### src/rtl/pipeline_memory_writeback.sv
// Memory/writeback stage of the 16-bit pipeline.
// Takes completed instructions from execute and either issues a store to data
// memory, runs a load through the synchronous-read memory (stalling execute
// while the load is in flight), or writes the ALU result to the register file.
// Also keeps a wrapping count of retired instructions.
//
// Ports:
//   clk, reset              pipeline clock, synchronous active-high reset
//   execute_done            execute presents a valid instruction
//   execute_instr           instruction word (opcode [15:12], rd [11:9])
//   execute_result          ALU result or effective address
//   execute_store_data      store data
//   stall_memory            execute must hold its outputs
//   mem_write, mem_write_address, mem_write_input   store port
//   mem_read_address, mem_read_output               load port (1-cycle read)
//   regfile_write, regfile_write_reg_num, regfile_write_data   writeback port
//   retired_count           instructions retired since reset
module pipeline_memory_writeback #(
    parameter logic [3:0] LOAD_OPCODE  = 4'hA,
    parameter logic [3:0] STORE_OPCODE = 4'hB,
    parameter logic [3:0] NOP_OPCODE   = 4'hF
) (
    input  logic        clk,
    input  logic        reset,
    input  logic        execute_done,
    input  logic [15:0] execute_instr,
    input  logic [15:0] execute_result,
    input  logic [15:0] execute_store_data,
    output logic        stall_memory,
    output logic        mem_write,
    output logic [15:0] mem_write_address,
    output logic [15:0] mem_write_input,
    output logic [15:0] mem_read_address,
    input  logic [15:0] mem_read_output,
    output logic        regfile_write,
    output logic [2:0]  regfile_write_reg_num,
    output logic [15:0] regfile_write_data,
    output logic [15:0] retired_count
);

    localparam int unsigned DATA_W = 16;
    localparam int unsigned REG_W  = 3;

    localparam logic [1:0] IDLE       = 2'd0;
    localparam logic [1:0] LOAD_ISSUE = 2'd1;
    localparam logic [1:0] LOAD_DATA  = 2'd2;

    logic [1:0]       state;
    logic [1:0]       state_next;
    logic [REG_W-1:0] load_rd;
    logic [3:0]       opcode;
    logic [REG_W-1:0] rd;
    logic             accept;
    logic             is_load;
    logic             is_store;
    logic             is_nop;
    logic             unused_instr_bits;

    assign opcode   = execute_instr[15:12];
    assign rd       = execute_instr[11:9];
    assign is_load  = (opcode == LOAD_OPCODE);
    assign is_store = (opcode == STORE_OPCODE);
    assign is_nop   = (opcode == NOP_OPCODE);

    // Operand fields below rd belong to execute; this stage never looks at them.
    assign unused_instr_bits = ^execute_instr[8:0];

    // Execute may only hand over an instruction while no load is in flight.
    assign stall_memory = (state != IDLE);
    assign accept       = execute_done && (state == IDLE);

    // Load sequencer next-state.
    always_comb begin
        state_next = state;
        case (state)
            IDLE:       if (accept && is_load) state_next = LOAD_ISSUE;
            LOAD_ISSUE: state_next = LOAD_DATA;
            LOAD_DATA:  state_next = IDLE;
            default:    state_next = IDLE;
        endcase
    end

    // State register.
    always_ff @(posedge clk) begin
        if (reset) begin
            state <= IDLE;
        end else begin
            state <= state_next;
        end
    end

    // Registered side effects: pulses default low, addresses/data hold.
    always_ff @(posedge clk) begin
        if (reset) begin
            mem_write             <= 1'b0;
            mem_write_address     <= '0;
            mem_write_input       <= '0;
            mem_read_address      <= '0;
            regfile_write         <= 1'b0;
            regfile_write_reg_num <= '0;
            regfile_write_data    <= '0;
            retired_count         <= '0;
            load_rd               <= '0;
        end else begin
            mem_write     <= 1'b0;
            regfile_write <= 1'b0;
            case (state)
                IDLE: begin
                    if (accept) begin
                        if (is_load) begin
                            // Address is presented to memory during LOAD_ISSUE
                            // and held until the next load.
                            load_rd          <= rd;
                            mem_read_address <= execute_result;
                        end else if (is_store) begin
                            mem_write         <= 1'b1;
                            mem_write_address <= execute_result;
                            mem_write_input   <= execute_store_data;
                            retired_count     <= retired_count + DATA_W'(1);
                        end else if (is_nop) begin
                            retired_count <= retired_count + DATA_W'(1);
                        end else begin
                            regfile_write         <= 1'b1;
                            regfile_write_reg_num <= rd;
                            regfile_write_data    <= execute_result;
                            retired_count         <= retired_count + DATA_W'(1);
                        end
                    end
                end
                LOAD_DATA: begin
                    // Read data is valid now, one cycle after the address.
                    regfile_write         <= 1'b1;
                    regfile_write_reg_num <= load_rd;
                    regfile_write_data    <= mem_read_output;
                    retired_count         <= retired_count + DATA_W'(1);
                end
                default: ;
            endcase
        end
    end

endmodule
### config.mk
export PLATFORM = sky130hd
export DESIGN_NAME = pipeline_memory_writeback
export DESIGN_NICKNAME = d
export VERILOG_FILES = /design/src/rtl/pipeline_memory_writeback.sv
export SDC_FILE = /design/constraint.sdc
export NUM_CORES = 1
export LEC_CHECK = 0
export ABC_CLOCK_PERIOD_IN_PS = 2900
export BUFFER_PORTS_ARGS = -buffer_cell sky130_fd_sc_hd__buf_2
export CORE_MARGIN = 1.5
export CORE_UTILIZATION = 53
export CTS_BUF_LIST = sky130_fd_sc_hd__clkbuf_4 sky130_fd_sc_hd__clkbuf_8
export CTS_CLUSTER_SIZE = 8
export DETAILED_ROUTE_END_ITERATION = 6
export PLACE_DENSITY = 0.92
export SETUP_SLACK_MARGIN = 0.1
export SYNTH_ARGS = -nofsm -noshare
export SYNTH_HDL_FRONTEND = slang
export SYNTH_SLANG_ARGS = --single-unit
### constraint.sdc
create_clock -name clk -period 2.9 [get_ports clk]
set_input_delay 0.87 -clock clk [delete_from_list [all_inputs] [get_ports clk]]
set_output_delay 0.87 -clock clk [all_outputs]
set_load 0.05 [all_outputs]
# ---- Word-level counts from Yosys, hierarchy flattened
# Index checks and enable logic that the tools add are counted.
dict set report word_totals {
  register_bits 90
  out_inout_bits 86
  inputBits 67
  word_cells 55
}
dict set report op_classes {
  eq_ne 10
  reduce_logical 10
  addsub 1
  mux 21
  bitwise 3
}
# cell count
set ops {}
lappend ops {{16-bit two-way mux} 6}
lappend ops {{16-bit one-hot mux with 2 select lines} 2}
lappend ops {{16-bit by 1-bit adder with 16-bit output (second input constant)} 1}
lappend ops {{4-bit equality test (second input constant)} 3}
lappend ops {{3-bit two-way mux} 4}
lappend ops {{2-bit != test (second input constant)} 4}
lappend ops {{3-bit one-hot mux with 2 select lines} 1}
lappend ops {{3-bit AND reduction} 2}
lappend ops {{1-bit two-way mux} 5}
lappend ops {{5-bit AND reduction} 1}
lappend ops {{2-bit one-hot mux with 2 select lines} 1}
lappend ops {{4-bit AND reduction} 1}
lappend ops {{2-bit nonzero test} 2}
lappend ops {{4-bit OR reduction} 1}
lappend ops {{1-bit NOT} 3}
lappend ops {{2-bit by 1-bit equality test with 1-bit output (second input constant)} 1}
lappend ops {{2-bit equality test (second input constant)} 1}
lappend ops {{1-bit logical AND} 2}
lappend ops {{2-bit zero test} 1}
lappend ops {{2-bit two-way mux} 1}
lappend ops {{2-bit by 1-bit != test with 1-bit output (second input constant)} 1}
lappend ops {{1-bit one-hot mux with 2 select lines} 1}

# ---- Longest topological paths before layout
dict set report depth {
  ltp_word 6
  mapped_depth 7
  depth_no_buf 5
}

# ---- Least setup slack after synthesis
# No wires, ideal clock.
dict set report synth_path {
  path_kind {input -> register}
  startpoint {input execute_instr[14]}
  endpoint {register retired_count[14]}
  arrival_ns 2.023
  setup_ns 0.071
  slack_ns 0.807
  n_path_buf 1
  cell_stages 5
  required_time_ns 2.829
  path_cell_list {and4bb_4 -> o21a_1 -> buf_6 -> or4_1 -> a21oi_1}
}
dict set report synth_between {
  elab_chain_cells 3
}
# item line
set synth_lines {}
lappend synth_lines {{start: declaration} 26} ;# input logic [15:0] execute_instr,
lappend synth_lines {{4-bit equality test} 61} ;# assign is_load = (opcode == LOAD_OPCODE);
lappend synth_lines {{2-bit != test (no line)} n/a}
lappend synth_lines {{3-bit AND reduction (no line)} n/a}
lappend synth_lines {{end signal: assignment} 119} ;# retired_count <= retired_count + DATA_W'(1);
lappend synth_lines {{end signal: assignment} 121} ;# retired_count <= retired_count + DATA_W'(1);
lappend synth_lines {{end signal: assignment} 126} ;# retired_count <= retired_count + DATA_W'(1);
lappend synth_lines {{end: declaration} 38} ;# output logic [15:0] retired_count
# No other way between the ends.
# A chain may end at the register's enable or synchronous reset.

# ---- Final worst setup path
dict set report layout_path {
  startpoint {register state[1]}
  endpoint {output stall_memory}
}
dict set report layout_between {
  elab_chain_cells 1
}
# item line
set layout_lines {}
lappend layout_lines {{start: declaration} 48} ;# logic [1:0] state;
lappend layout_lines {{start signal: assignment} 88} ;# state <= state_next;
lappend layout_lines {{2-bit nonzero test} 69} ;# assign stall_memory = (state != IDLE);
lappend layout_lines {{end: declaration} 29} ;# output logic stall_memory,
# No other way between the ends.

==> run summary <==
DIE HEIGHT = 84.9 um
Wire length of the first global-routing pass = 14.1 mm
1st-iter DRT viols = 152
R2R Path End = retired_count[13]
Psw = 0.641 mW
Vias per std cell = 5.40
Fmax = 467 MHz
Total power = 2.37 mW
Total core area = 6420 um2
Failing checks = DRC
Post-DP HPWL = 6.38 mm
Most frequent cells in the layout = buf_2, dfxtp_1, nand2_1
Final setup TNS = 0 ns
Std-Cell Rows = 29
Cts hold-fix bufs = 0
Clk pwr share = 33.8%
Cell count after synthesis = 404
Commonest non-fill, non-tap cell in the layout = buf_2
GRT Overall Usage = 24.2%
Inst Count DP = 601
Slew headroom = 49.5%
Post-synth top area cell = dfxtp_1
Clock Pin Slew Worst Setup and Hold Paths = 0.08 ns
CTS Sinks = 90
Post-Layout Cell Count = 617
Synth Flop Type = dfxtp_1
Synth Net Count = 472
Fin crit period = 2.14 ns
Antenna-violating nets left = 0
Starting density of the core = 55.3%
Nets@finish = 603
Run status = complete, but fails checks
Die area = 7210 um2
Sw frac = 27.0%
DRC Markers = 8
Die Span X = 84.9 um
Worst Tran Pin Value = 0.756 ns
Async SR Flop Fraction = 0%
CP max FO = 8
Syn. warnings = 0
CP endpoint kind = output port
Endpoint, Worst Hold = mem_read_address[15]
Final instance area = 4500 um2
FF-to-FF Start = state[1]
Reg2reg path depth = 4
RSZ-0062 raised after global routing = false
Number of buffers added on ports = 143
Routed WL per cell = 14.7 um
P&R area growth vs syn = 26.6%
Max clock buf depth = 2
PostCTS Resize Cnt = 0
Final Wtd Congestion = 0.752
WL final = 9.07 mm
Overflow after GRT = 0
Setup bufs post-CTS = 0
Post-synth design cell area = 3550 um2
Share of cells above drive strength 1 = 31.9%
Post-Route Utilization = 70.1%
# setup viols final = 0
Hold_sp = mem_read_address[15]
Data required, critical path = 2.03 ns
Yosys top cell area share = 50.7%
DR vias = 3334
Seq pwr share = 54.0%
Synth Area per Inst = 8.80 um2
Max IR drop VDD = 370 uV
Fin worst setup slack = 0.757 ns
WS Path Type = reg -> out
Leakage power = 1.97 nW
Largest net degree at the start of global routing = 43
Clock insertion delay at the later pin of the skew report = 0.34 ns
Clock skew = 0.0135 ns
Initial antenna violation count = 0
Sequential area share after synthesis = 50.7%
CP arrival = 1.27 ns
Final Max Tran Viols = 0
Place WS = 0.608 ns
Seq cells post-synth = 90
Post-synth EDFFs = 0
Clock root buffer = clkbuf_8
N_diodes = 0
Reg2Reg Setup Slack = 1.13 ns
Filler Cell Count = 525
DP Area = 4310 um2
Ranking of synthesized cells by area = dfxtp_1, mux2i_1, nand2_1, nor2_1, a311oi_1
Gate power share = 12.2%
Max Cap Viol = 0
Internal Pwr Total = 1.73 mW
Power Density = 527 nW/um2
Startpoint types = register
Hold slack = 0.457 ns
Vias in the first global route = 3105
# IOs = 153
Min-Delay Path Depth = 2
Max H-tree Level = 3
Final Hold Fails = 0
Num CTS Buffers = 9
Clock tree from TritonCTS = yes
Min-delay worst type = reg -> reg
Final Cycle Share = 73.9%
DRT Pass-1 Iters = 6
Synth unique cells = 41
-- worst max-delay path: stages, from the launching register on --
cell and delay, ns:
dfxtp_1 0.51, or2_2 0.17, buf_2 0.26
-- registers in the layout, indices dropped and copies added, names as in the netlist --
signal,count
state,2
load_rd,3
mem_read_address,16
retired_count,16
regfile_write_data,16
mem_write_input,16
mem_write,1
regfile_write_reg_num,3
mem_write_address,16
regfile_write,1
-- cells by family (layout without fill, tap and decap cells) --
kind of cell / count (synthesis) / count (layout) / share of synthesized area [%]
AND/OR/NAND/NOR: 179 / 179 / 22.6
flip-flops: 90 / 90 / 50.7
AO/OA/AOI/OAI: 65 / 65 / 12.0
multiplexers: 34 / 34 / 9.61
buffers and inverters: 32 / 168 / 3.98
XOR/XNOR: 3 / 3 / 0.739
adder cells (fa/ha/maj): 1 / 1 / 0.352
-- synth_stat cells, types with 3 or more instances --
| master | number |
|---|---|
| buf_1 | 3 |
| o31ai_1 | 5 |
| dfxtp_1 | 90 |
| buf_2 | 10 |
| a21oi_1 | 30 |
| clkbuf_1 | 14 |
| or3_1 | 6 |
| o21ai_0 | 6 |
| nand4_1 | 4 |
| or4_1 | 5 |
| mux2i_1 | 33 |
| a311oi_1 | 19 |
| nand3_1 | 5 |
| nand2_1 | 81 |
| nor2_1 | 59 |
| inv_1 | 3 |
-- layout make-up --
class	instances	area, um2	share of cell area [%]
sequential	90	1800	40.0
timing repair buffer	149	786	17.5
clock inverter	4	23.8	0.528
tap	77	96.3	2.14
clock buffer	12	165	3.67
inverter	3	11.3	0.250
multi-input combinational	282	1620	35.9
-- worst max path at each step --
stage                 startpoint                 to  cells past startpoint
2_1_floorplan  execute_instr[14]  retired_count[14]                      5
3_3_place_gp   execute_instr[13]  retired_count[11]                      5
3_5_place_dp   execute_instr[13]  retired_count[13]                      5
4_1_cts                 state[1]       stall_memory                      2
5_1_grt                 state[1]       stall_memory                      2
6_report                state[1]       stall_memory                      2
-- power by group through the flow --
stage | registers, mW | clock network, mW | logic, mW
global placement | 1.31 | 0 | 0.285
finish | 1.28 | 0.802 | 0.291
global route | 1.29 | 0.869 | 0.310
floorplan | 1.41 | 0 | 0.0896
detailed placement | 1.31 | 0 | 0.291
CTS | 1.28 | 0.819 | 0.291
-- layer usage --
layer	vias up	part of all wire, %	global-route usage, %	routed length [um]
li1	1648	-	-	-
met1	1569	41	29.1	3760
met2	105	51	43.8	4660
met3	12	5.4	3.79	494
met4	0	1.6	8.64	149
met5	-	0	0	0
(Power assumes the default switching activity.)
